[config.mk]
export PLATFORM = sky130hd
export DESIGN_NAME = channel_sample_sequencer
export DESIGN_NICKNAME = d
export VERILOG_FILES = /design/src/rtl/channel_sample_sequencer.sv
export SDC_FILE = /design/constraint.sdc
export NUM_CORES = 1
export LEC_CHECK = 0
export ABC_CLOCK_PERIOD_IN_PS = 6810
export CAP_MARGIN = 30
export CORE_ASPECT_RATIO = 2
export CORE_MARGIN = 10
export CORE_UTILIZATION = 33
export DETAILED_ROUTE_END_ITERATION = 7
export PLACE_DENSITY = 0.58
export SKIP_CTS_REPAIR_TIMING = 1
export SLEW_MARGIN = 20
export SYNTH_ARGS = -nofsm -noshare
export SYNTH_HDL_FRONTEND = slang
export SYNTH_SLANG_ARGS = --single-unit
[constraint.sdc]
create_clock -name clk -period 6.81 [get_ports clk]
set_input_delay 0.681 -clock clk [delete_from_list [all_inputs] [get_ports clk]]
set_output_delay 0.681 -clock clk [all_outputs]
set_load 0.01 [all_outputs]
[src/rtl/channel_sample_sequencer.sv]
// rtl/channel_sample_sequencer.sv - round-robin sample write scheduler and full-channel drain arbiter
// Issues one buffer write per divided slot and hands one full channel at a time to the drain port.
module channel_sample_sequencer #(
  parameter int NUM_CHANNELS = 14,
  parameter int SAMPLE_BITS  = 8,
  parameter int DEPTH        = 10,
  parameter int DIVIDER      = 4
) (
  input  logic                    clk,
  input  logic                    reset,
  input  logic                    enable,
  input  logic [SAMPLE_BITS-1:0]  sample_in,
  input  logic [NUM_CHANNELS-1:0] ch_en,
  output logic                    wr_valid,
  output logic [3:0]              wr_channel,
  output logic [SAMPLE_BITS-1:0]  wr_data,
  output logic                    drain_valid,
  input  logic                    drain_ready,
  output logic [3:0]              drain_channel,
  output logic [3:0]              drain_index,
  output logic                    drain_last,
  output logic [NUM_CHANNELS-1:0] ready_mask,
  output logic [7:0]              overrun_cnt
);

  localparam int DW = (DIVIDER > 2) ? $clog2(DIVIDER) : 1;
  localparam logic [DW-1:0] DIV_LAST = DW'(DIVIDER - 1);
  localparam logic [3:0] FILL_FULL = 4'(DEPTH);
  localparam logic [3:0] IDX_LAST  = 4'(DEPTH - 1);
  localparam logic [3:0] CH_LAST   = 4'(NUM_CHANNELS - 1);

  typedef enum logic {D_IDLE, D_XFER} drain_state_t;
  drain_state_t state, state_next;

  logic [DW-1:0] div_cnt;
  logic [3:0]    last_wr;
  logic [3:0]    last_gnt;
  logic [3:0]    fill [NUM_CHANNELS];
  logic          tick, xfer, wr_hit, wr_blocked, wr_commit, tgt_full, drain_done, gnt_hit;
  logic [3:0]    wr_tgt, gnt_tgt;

  // Returns {found, channel}: first set bit after 'last', wrapping; nearest candidate wins.
  function automatic logic [4:0] rr_pick(input logic [NUM_CHANNELS-1:0] mask, input logic [3:0] last);
    logic [4:0] pick;
    int idx;
    pick = '0;
    for (int k = NUM_CHANNELS; k >= 1; k--) begin
      idx = (int'(last) + k) % NUM_CHANNELS;
      if (mask[idx]) pick = {1'b1, idx[3:0]};
    end
    return pick;
  endfunction

  always_comb begin
    ready_mask = '0;
    for (int i = 0; i < NUM_CHANNELS; i++) begin
      ready_mask[i] = (fill[i] == FILL_FULL);
    end
  end

  always_comb begin
    tick               = enable && (div_cnt == DIV_LAST);
    xfer               = (state == D_XFER);
    {wr_hit, wr_tgt}   = rr_pick(ch_en, last_wr);
    {gnt_hit, gnt_tgt} = rr_pick(ready_mask, last_gnt);
    wr_blocked         = xfer && (wr_tgt == drain_channel);
    wr_commit          = tick && wr_hit && !wr_blocked;
    drain_done         = xfer && drain_ready && (drain_index == IDX_LAST);
    tgt_full           = 1'b0;
    for (int i = 0; i < NUM_CHANNELS; i++) begin
      if (wr_tgt == 4'(i)) tgt_full = ready_mask[i];
    end
  end

  always_ff @(posedge clk) begin
    if (reset) begin
      div_cnt <= '0;
    end else if (enable) begin
      div_cnt <= (div_cnt == DIV_LAST) ? '0 : div_cnt + 1'b1;
    end
  end

  // A skipped write still advances the pointer; skips and full-channel writes both count as overruns.
  always_ff @(posedge clk) begin
    if (reset) begin
      wr_valid    <= 1'b0;
      wr_channel  <= '0;
      wr_data     <= '0;
      last_wr     <= CH_LAST;
      overrun_cnt <= '0;
    end else begin
      wr_valid <= wr_commit;
      if (wr_commit) begin
        wr_channel <= wr_tgt;
        wr_data    <= sample_in;
      end
      if (tick && wr_hit) begin
        last_wr <= wr_tgt;
        if ((wr_blocked || tgt_full) && overrun_cnt != 8'hFF) begin
          overrun_cnt <= overrun_cnt + 8'd1;
        end
      end
    end
  end

  always_ff @(posedge clk) begin
    for (int i = 0; i < NUM_CHANNELS; i++) begin
      if (reset) begin
        fill[i] <= '0;
      end else if (drain_done && drain_channel == 4'(i)) begin
        fill[i] <= '0;
      end else if (wr_commit && wr_tgt == 4'(i) && fill[i] != FILL_FULL) begin
        fill[i] <= fill[i] + 4'd1;
      end
    end
  end

  always_ff @(posedge clk) begin
    if (reset) state <= D_IDLE;
    else       state <= state_next;
  end

  always_comb begin
    state_next = state;
    case (state)
      D_IDLE:  if (gnt_hit) state_next = D_XFER;
      D_XFER:  if (drain_done) state_next = D_IDLE;
      default: state_next = D_IDLE;
    endcase
  end

  always_comb begin
    drain_valid = (state == D_XFER);
    drain_last  = (drain_index == IDX_LAST);
  end

  // Index returns to 0 on the final beat so drain_last never lingers while idle.
  always_ff @(posedge clk) begin
    if (reset) begin
      drain_channel <= '0;
      drain_index   <= '0;
      last_gnt      <= CH_LAST;
    end else if (state == D_IDLE) begin
      if (gnt_hit) begin
        drain_channel <= gnt_tgt;
        last_gnt      <= gnt_tgt;
        drain_index   <= '0;
      end
    end else if (drain_ready) begin
      drain_index <= drain_done ? '0 : drain_index + 4'd1;
    end
  end

endmodule

==> flow_summary_export.csv, run 1 <==
group,metric,value,unit
yosys,yosysTopAreaCell,"edfxtp_1",
power,power.leakage,6.683,nW
detailed_routing,post-route-drc-count,0,
clock_network,cts_htree_levels,3,
floorplanning,dieArea,55110,µm²
yosys,netlist_instances,1939,
setup_path,slowest_delay,0.58,ns
worst_hold_path,worstHoldPathType,"reg -> reg",
place,hpwl,50.36,mm
detailed_routing,ant_nets,0,
cells_and_area,fillers,4714,
detailed_routing,firstDrtPassIters,6,
floorplanning,row_count,110,
sta,holdWs,0.4902,ns
cells_and_area,final_nets,2152,
sta,slew_headroom,33.01,%
setup_path,setup.worst_path.end_class,"flip-flop",
setup_path,path_cells,"clkinv_1, buf_4, ha_1, buf_4, ha_1, a22oi_1, o211ai_1, and2_1, o21ai_0, a211oi_1, o21bai_1, a221o_1, a22oi_2, nor3_1, o211ai_1, o31ai_4, or3_4, nor4b_1, nor2b_1",
floorplanning,ioPinCount,71,
detailed_routing,wl_per_cell,24.60,µm
sta,fin_crit,6.432,ns
place,pre_cts_ws,0.3142,ns
sta,rsz0062_at_grt,"no",
detailed_routing,finalWirelength,63.49,mm
floorplanning,die_h,322.1,µm
yosys,syn_area,15060,µm²
yosys,synth_cell_type_count,119,
clock_network,clock_path_buffers,2,
clock_network,cts.sinks,95,
sta,fin_ws,0.3778,ns
power,internal_power,2.372,mW
power,pwr-share-clk,11.2,%
setup_path,crit_type,"reg -> reg",
cells_and_area,multi_input_comb_area,11770,µm²
yosys,synth_ff_type,"edfxtp_1",
setup_path,critPathSlowestCell,"a211oi_1",
place,port_buffers,70,
yosys,synth-seq-cells,95,
setup_path,r2r_cells,19,
detailed_routing,vias,16100,
cells_and_area,regArea,2466,µm²
power,p_sw,2.718,mW
sta,tightestPinTransition,0.9770,ns
clock_network,cts_inserted_buffers,9,
yosys,ys_top_cells_by_area,"edfxtp_1, ha_1, mux2i_1",
power,seqPwrFrac,13.6,%
sta,skew,0.01647,ns
setup_path,arrival,6.66,ns
detailed_routing,dr.first_iter.drc_count,1207,
yosys,seq_area_frac_synth,16.35,%
detailed_routing,routed_via_density,6.236,
global_routing,antenna_found_initial,0,
sta,hold_viol,0,
power,switching_share,53.40,%
yosys,synth_nets,2075,
yosys,synth.top_cell.area_share,11.16,%
setup_path,critPathLaunchType,"flip-flop",
cells_and_area,drive_above_1_share,11.88,%
cells_and_area,num_antenna_cells,0,
sta,fmax,155.5,MHz
global_routing,grt_max_degree,49,
outcome,status,"finished clean",
place,routabilityCongestion,1.070,
sta,report.final.slew_viol_count,0,
worst_hold_path,whs_path_depth,2,
clock_network,clkTransAtPathRegs,0.08,ns
sta,finalSetupTns,0,ns
yosys,async_flop_share,0,%
yosys,synth_area_per_cell,7.768,µm²
global_routing,track_usage,22.48,%
yosys,synth_edf_count,56,
sta,period_share,94.45,%
setup_path,crit_fanout,18,
clock_network,worstSkewPairLatency,0.38,ns
yosys,yosys_warnings,0,
power,ir_worst_vdd,167.6,µV
global_routing,grt_overflow,0,
global_routing,grt_pass1_vias,15920,
floorplanning,die_w,171.1,µm
power,p_total,5.090,mW
clock_network,root_buffer,"clkbuf_16",
flow_run,cap_violations,0,
power,p_per_area,299.4,nW/µm²
cells_and_area,area_delta_synth_final,12.85,%
cells_and_area,fin_util,37.65,%
clock_network,cts_tree,"built",
setup_path,required,7.03,ns
floorplanning,initial_core_util,33.36,%
floorplanning,core,45140,µm²
power,p_comb_share,75.2,%
sta,setup_violations,0,
global_routing,grt_first_pass_wirelength,94.74,mm
[flip-flops by register name (all words and copies together) (netlist names)]
signal,flops
overrun_cnt,8
wr_channel,4
fill,56
wr_data,8
drain_valid,1
drain_channel,4
wr_valid,1
last_wr,4
drain_index,4
div_cnt,2
last_gnt,3
[cell type report]
type | instances | area share [%]
clock inverters | 6 | 0.4785
flip-flops and latches | 95 | 14.51
inverters | 96 | 2.120
multi-input cells | 1655 | 69.27
repair buffers | 159 | 8.097
clock buffers | 10 | 1.406
well taps | 560 | 4.122
[cell families (layout without fill, tap and decap cells)]
group / after synthesis / in the layout / synth area share [%]
simple gates: 688 / 688 / 22.91
buf+inv: 189 / 271 / 5.748
flops: 95 / 95 / 16.35
xor+xnor: 95 / 95 / 5.948
fa+ha+maj: 110 / 110 / 9.138
mux: 137 / 137 / 10.25
compound gates: 625 / 625 / 29.66
[power by group through the flow]
stage          clock, mW  combinational [mW]  sequential, mW
5_1_grt            0.600                4.13           0.694
3_3_place_gp           0                3.68           0.703
6_report           0.571                3.83           0.691
3_5_place_dp           0                3.73           0.703
4_1_cts            0.580                3.75           0.690
2_1_floorplan          0                2.64           0.697
[path summary, 6_finish.rpt]
kind	slack, ns	start	end
max	0.38	last_wr[1]$_SDFFE_PP0P_	fill[1][13]$_SDFFCE_PN0P_
min	0.49	wr_channel[3]$_SDFFE_PP0P_	wr_channel[3]$_SDFFE_PP0P_
max reg2reg	0.38	last_wr[1]$_SDFFE_PP0P_	fill[1][13]$_SDFFCE_PN0P_
min reg2reg	0.49	wr_channel[3]$_SDFFE_PP0P_	wr_channel[3]$_SDFFE_PP0P_
[per-stage QoR]
step / cell area (µm²) / instances
4_1_cts: 16960 / 2580
6_report: 17000 / 2581
3_5_place_dp: 16640 / 2564
5_1_grt: 17000 / 2581
2_1_floorplan: 15070 / 1939
3_3_place_gp: 16640 / 2564
[routing by layer]
| layer | share of wire [%] | vias up | routed length, µm | global-route usage, % |
|---|---|---|---|---|
| met2 | 53 | 665 | 33400 | 42.01 |
| li1 | - | 7439 | - | - |
| met1 | 32 | 7724 | 20190 | 19.88 |
| met4 | 9.9 | 0 | 6258 | 19.74 |
| met5 | 0 | - | 0 | 0 |
| met3 | 5.7 | 267 | 3640 | 4.209 |
[worst max-delay path: cells and delay by family, from the launching register on]
kind | cells | cell delay, ns
compound gates | 9 | 2.73
simple gates | 5 | 1.50
fa+ha+maj | 2 | 0.79
buf+inv | 3 | 0.75
flops | 1 | 0.51
[layout by cell type (no fill, tap or decap), drive strengths merged, types with 9 or more instances in the layout]
cell type	count
dfxtp	39
a22oi	9
clkdlybuf4s50	69
o21a	17
a311oi	11
or3	25
a21o	14
o211ai	40
a221oi	13
buf	90
nand3b	15
o22ai	9
a211oi	41
nand3	76
o311ai	10
a211o	12
or2	17
inv	95
and3	11
edfxtp	56
o31ai	27
nor3	54
mux4	10
a31oi	37
o21ai	117
clkbuf	10
and2	29
a21oi	146
nand2	139
nand2b	30
mux2i	92
mux2	35
a21boi	13
nor2b	40
a2111oi	9
nor2	202
xor2	29
ha	110
xnor2	66
o2111ai	10
[cells in the mapped netlist (all sizes together), types with 40 or more instances]
cell	instances
nor2	202
ha	110
inv	90
mux2i	92
buf	61
nor2b	40
nand2	139
xnor2	66
nand3	76
nor3	54
o21ai	117
a211oi	41
o211ai	40
a21oi	146
edfxtp	56
(Power assumes the default switching activity.)
==> run 2: changes to the inputs <==
--- a/config.mk
+++ b/config.mk
@@ -11,6 +11,7 @@
 export CORE_MARGIN = 10
 export CORE_UTILIZATION = 33
 export DETAILED_ROUTE_END_ITERATION = 7
+export GPL_ROUTABILITY_DRIVEN = 0
 export PLACE_DENSITY = 0.58
 export SKIP_CTS_REPAIR_TIMING = 1
 export SLEW_MARGIN = 20
==> run 2 against run 1 <==
Total power down 0.59%. Non-clock buffer count down 7. Clock power fell by 3%. Critical path depth increased by 3. First-iteration DRC count grew 2.5%. Sequential power rose by 1%. Routed wire length shrank 1.6%. Cell area fell by 0.15%. Clock-buffer cell count did not move. Core utilization down 0.058 points. Cell count shrank 0.23%. Critical path type unchanged.
==> flow_summary_export.csv, run 2 (synthesis gave the netlist of run 1 again) <==
group,metric,value,unit
outcome,status,"finished clean",
power,seqPwrFrac,13.9,%
sta,finalSetupTns,0,ns
sta,slew_headroom,24.86,%
cells_and_area,final_cell_mix,"nor2_1, a21oi_1, nand2_1, ha_1, o21ai_0",
flow_run,cap_violations,0,
setup_path,required,7.11,ns
detailed_routing,post-route-drc-count,0,
clock_network,cts_tree,"built",
detailed_routing,wl_per_cell,24.26,µm
place,place_area,16550,µm²
setup_path,crit_type,"reg -> reg",
power,internal_power,2.349,mW
setup_path,r2r_slack,0.26,ns
global_routing,grt_overflow,0,
sta,hold_viol,0,
power,switching_share,53.57,%
sta,tightestPinTransition,1.115,ns
sta,fin_ws,0.2602,ns
sta,fin_crit,6.550,ns
cells_and_area,final_nets,2145,
sta,fmax,152.7,MHz
floorplanning,row_count,110,
detailed_routing,routed_via_density,6.268,
clock_network,root_buffer,"clkbuf_16",
place,pre_cts_ws,0.3490,ns
setup_path,arrival,6.85,ns
floorplanning,die_h,322.1,µm
floorplanning,die_w,171.1,µm
floorplanning,initial_core_util,33.36,%
setup_path,path_cells,"buf_4, buf_4, and4b_1, nor2_1, o21ai_0, ha_1, nand2b_1, a211oi_1, a2bb2oi_1, and2_1, o41ai_2, or3_1, a211oi_1, o2111ai_1, a21oi_2, buf_4, nand3b_1, a211o_1, o221ai_1, o311a_2, or4_1, a21oi_1",
cells_and_area,largest_reg_flops,56,
detailed_routing,ant_nets,0,
power,power.leakage,6.666,nW
cells_and_area,area_delta_synth_final,12.68,%
clock_network,cts_inserted_buffers,9,
global_routing,track_usage,21.92,%
cells_and_area,fin_util,37.59,%
cells_and_area,layout_commonest_cell,"nor2_1",
power,p_sw,2.710,mW
setup_path,crit_family,"compound AO/OA/AOI/OAI gates",
sta,setup_violations,0,
setup_path,critPathSlowestCell,"o311a_2",
sta,report.final.slew_viol_count,0,
global_routing,grt_max_degree,52,
worst_hold_path,worstHoldPathType,"reg -> reg",
global_routing,grt_first_pass_wirelength,92.78,mm
clock_network,cts.sinks,95,
detailed_routing,dr.first_iter.drc_count,1237,
sta,holdWs,0.4923,ns
place,hpwl,48.93,mm
floorplanning,dieArea,55110,µm²
sta,skew,0.01602,ns
sta,period_share,96.18,%
setup_path,worst-path-buf-inv,3,
setup_path,setup.worst_path.end_class,"flip-flop",
cells_and_area,regMostFlops,"fill",
clock_network,clkTransAtPathRegs,0.09,ns
place,port_buffers,70,
sta,rsz0062_at_grt,"no",
clock_network,worstSkewPairLatency,0.37,ns
setup_path,slowest_delay,0.56,ns
cells_and_area,finalInstanceArea,16970,µm²
setup_path,crit_fanout,19,
setup_path,crit_top_cell,"buf_4",
clock_network,clock_path_buffers,2,
power,pwr-share-clk,10.9,%
floorplanning,ioPinCount,71,
floorplanning,core,45140,µm²
detailed_routing,finalWirelength,62.48,mm
power,p_comb_share,75.2,%
detailed_routing,firstDrtPassIters,6,
global_routing,grt_pass1_vias,15770,
cells_and_area,drive_above_1_share,11.67,%
power,p_per_area,298.1,nW/µm²
detailed_routing,vias,16140,
power,ir_worst_vdd,183.1,µV
clock_network,cts_htree_levels,3,
global_routing,antenna_found_initial,1,
cells_and_area,top_regs,"fill (56), overrun_cnt (8), wr_data (8)",
setup_path,critPathLaunchType,"flip-flop",
-- run 2: cell count changes in the layout (fill, tap and decap cells not counted), moves of 2 or more --
cell,before,now
inv_8,3,1
buf_2,1,4
clkinv_8,0,2
clkbuf_4,0,3
buf_4,88,74
-- run 2: power by group through the flow --
| stage | Clock [mW] | Sequential [mW] | Combinational [mW] |
|---|---|---|---|
| after global routing | 0.584 | 0.707 | 4.13 |
| after detailed placement | 0 | 0.715 | 3.71 |
| after global placement | 0 | 0.713 | 3.65 |
| after floorplan | 0 | 0.697 | 2.64 |
| final | 0.553 | 0.701 | 3.81 |
| after CTS | 0.563 | 0.702 | 3.73 |
-- run 2: tightest hold or removal path, cell delays in order (launching register included) --
cell,delay [ns]
dfxtp_1,0.33
a21oi_1,0.06
nor2_1,0.07
-- run 2: area by class of cell --
cell class,instances,area (µm²)
inverters,96,360.3
diodes,1,2.502
multi-input cells,1655,11790
repair buffers,152,1329
well taps,560,700.7
fillers,4718,28170
clock buffers,10,250.2
clock inverters,6,70.07
flip-flops and latches,95,2466
-- run 2: routing by layer --
metal | track usage, % | vias to the layer above | wire length, µm
li1 | - | 7433 | -
met1 | 19.48 | 7711 | 20050
met2 | 40.31 | 716 | 32300
met3 | 4.197 | 281 | 3681
met4 | 20.32 | 0 | 6444
met5 | 0 | - | 0
-- run 2: worst paths after layout --
kind,startpoint,to,cells past startpoint
min reg2reg,wr_channel[3]$_SDFFE_PP0P_,wr_channel[3]$_SDFFE_PP0P_,2
min,wr_channel[3]$_SDFFE_PP0P_,wr_channel[3]$_SDFFE_PP0P_,2
max,last_wr[2]$_SDFFE_PP1P_,overrun_cnt[5]$_SDFFE_PP0P_,22
max reg2reg,last_wr[2]$_SDFFE_PP1P_,overrun_cnt[5]$_SDFFE_PP0P_,22
-- run 2: per-stage QoR --
step	cells	power, mW
global placement	2551	4.366
finish	2575	5.059
floorplan	1939	3.341
global route	2574	5.422
CTS	2567	4.997
detailed placement	2551	4.428
==> run 3: changes to the inputs <==
--- a/config.mk
+++ b/config.mk
@@ -10,10 +10,10 @@
 export CORE_ASPECT_RATIO = 2
 export CORE_MARGIN = 10
 export CORE_UTILIZATION = 33
+export CTS_BUF_LIST = sky130_fd_sc_hd__clkbuf_4
 export DETAILED_ROUTE_END_ITERATION = 7
 export GPL_ROUTABILITY_DRIVEN = 0
 export PLACE_DENSITY = 0.58
-export SKIP_CTS_REPAIR_TIMING = 1
 export SLEW_MARGIN = 20
 export SYNTH_ARGS = -nofsm -noshare
 export SYNTH_HDL_FRONTEND = slang
==> run 3 against run 2 <==
Core utilization shrank 0.30 points. Combinational power is essentially flat. Cell count is essentially flat. Total power shrank 3.7%. Worst hold slack gained 0.018 ns. Register-to-register slack is essentially flat. Worst setup slack gained 0.0077 ns. Sequential cell count is the same. Clock-buffer cell count shrank 1. Non-clock buffer count shrank 2. Clock power shrank 33%. Critical endpoint is now fill[0][31]$_SDFFCE_PN0P_.
==> flow_summary_export.csv, run 3 (synthesis gave the netlist of run 1 again) <==
group,metric,value,unit
sta,tightestPinTransition,1.124,ns
sta,slew_headroom,24.28,%
sta,hold_viol,0,
cells_and_area,area_delta_synth_final,11.78,%
clock_network,cts_hold_buffers,0,
place,hpwl,48.93,mm
detailed_routing,wl_per_cell,24.12,µm
clock_network,cts_htree_levels,3,
place,port_buffers,70,
global_routing,antenna_found_initial,2,
global_routing,grt_overflow,0,
setup_path,critPathLaunchType,"flip-flop",
floorplanning,core,45140,µm²
sta,fin_crit,6.542,ns
global_routing,top_usage_layer,"met2",
cells_and_area,top_regs,"fill (56), overrun_cnt (8), wr_data (8)",
place,pre_cts_ws,0.3490,ns
global_routing,grt_use_met2,40.02,%
power,ir_worst_vdd,182.2,µV
setup_path,setup.worst_path.end_class,"flip-flop",
detailed_routing,vias,16070,
floorplanning,ioPinCount,71,
setup_path,crit_fanout,11,
place,place_area,16550,µm²
floorplanning,row_count,110,
outcome,status,"finished clean",
power,p_per_area,289.5,nW/µm²
setup_path,required,6.98,ns
cells_and_area,finalInstanceArea,16840,µm²
clock_network,cts_resized,0,
sta,skew,0.03987,ns
sta,setup_violations,0,
global_routing,grt_first_pass_wirelength,92.68,mm
floorplanning,initial_core_util,33.36,%
detailed_routing,finalWirelength,62.08,mm
clock_network,cts.sinks,95,
cells_and_area,regMostFlops,"fill",
sta,finalSetupTns,0,ns
clock_network,worstSkewPairLatency,0.53,ns
global_routing,use_met3,4.381,%
clock_network,clkTransAtPathRegs,0.20,ns
global_routing,track_usage,21.87,%
global_routing,grt_max_degree,52,
cells_and_area,layout_commonest_cell,"nor2_1",
cells_and_area,final_nets,2143,
clock_network,cts_tree,"built",
setup_path,crit_type,"reg -> reg",
clock_network,cts_setup_buffers,0,
detailed_routing,dr.first_iter.drc_count,1245,
clock_network,root_buffer,"clkbuf_4",
setup_path,arrival,6.71,ns
power,power.leakage,6.595,nW
sta,fin_ws,0.2680,ns
clock_network,clock_path_buffers,2,
cells_and_area,largest_reg_flops,56,
cells_and_area,drive_above_1_share,11.83,%
sta,fmax,152.9,MHz
sta,period_share,96.07,%
flow_run,cap_violations,0,
sta,rsz0062_at_grt,"no",
detailed_routing,ant_nets,0,
detailed_routing,firstDrtPassIters,6,
floorplanning,die_h,322.1,µm
sta,report.final.slew_viol_count,0,
detailed_routing,routed_via_density,6.241,
worst_hold_path,worstHoldPathType,"in -> reg",
clock_network,cts_inserted_buffers,9,
global_routing,grt_pass1_vias,15770,
floorplanning,dieArea,55110,µm²
floorplanning,die_w,171.1,µm
cells_and_area,final_cell_mix,"nor2_1, a21oi_1, nand2_1, ha_1, o21ai_0",
global_routing,grtUsageMet1,19.37,%
detailed_routing,post-route-drc-count,0,
-- run 3: worst max-delay path, stage by stage, from the launching register on --
cell and delay, ns:
dfxtp_1 0.36, inv_2 0.20, buf_4 0.23, ha_1 0.17
buf_4 0.24, inv_1 0.30, a31oi_1 0.26, mux2i_1 0.25
xor2_1 0.78, mux2_2 0.44, a22oi_1 0.58, nor3_1 0.16
a311oi_2 0.45, a2bb2oi_4 0.28, a21oi_1 0.11, o211ai_1 0.31
o31ai_4 0.11, or3_4 0.38, o31ai_1 0.55
-- run 3: layout make-up --
class / count / area, µm²
Multi-Input combinational cell: 1655 / 11820
Sequential cell: 95 / 2466
Timing Repair Buffer: 150 / 1320
Clock buffer: 9 / 67.56
Inverter: 96 / 360.3
Tap cell: 560 / 700.7
Clock inverter: 7 / 100.1
Fill cell: 4731 / 28310
Antenna cell: 2 / 5.005
-- run 3: stage by stage --
step | util (%) | cells | power, mW | hold WS [ns]
5_1_grt | 37.29 | 2573 | 5.239 | 0.4854
4_1_cts | 37.04 | 2567 | 4.813 | 0.5209
6_report | 37.29 | 2574 | 4.874 | 0.5100
3_5_place_dp | 36.67 | 2551 | 4.428 | 0.4840
2_1_floorplan | - | 1939 | 3.341 | 0.4646
3_3_place_gp | 36.67 | 2551 | 4.366 | 0.4761
-- run 3: per-layer routing --
layer  up-vias  wire, µm
met5         -         0
met4         0      6766
met3       291      3859
met2       721     31780
met1      7638     19670
li1       7415         -
-- run 3: report_power, final --
| part | internal, mW | total [mW] | switching, mW |
|---|---|---|---|
| clock | 0.124 | 0.372 | 0.248 |
| sequential | 0.645 | 0.701 | 0.0563 |
| combinational | 1.42 | 3.80 | 2.38 |
-- run 3: worst paths after layout --
path,start,endpoint,slack [ns],cells past startpoint
min reg2reg,wr_channel[3]$_SDFFE_PP0P_,wr_channel[3]$_SDFFE_PP0P_,0.51,2
max reg2reg,last_wr[2]$_SDFFE_PP1P_,fill[0][31]$_SDFFCE_PN0P_,0.27,18
max,last_wr[2]$_SDFFE_PP1P_,fill[0][31]$_SDFFCE_PN0P_,0.27,18
min,reset,drain_channel[0]$_SDFFE_PP0P_,0.51,2
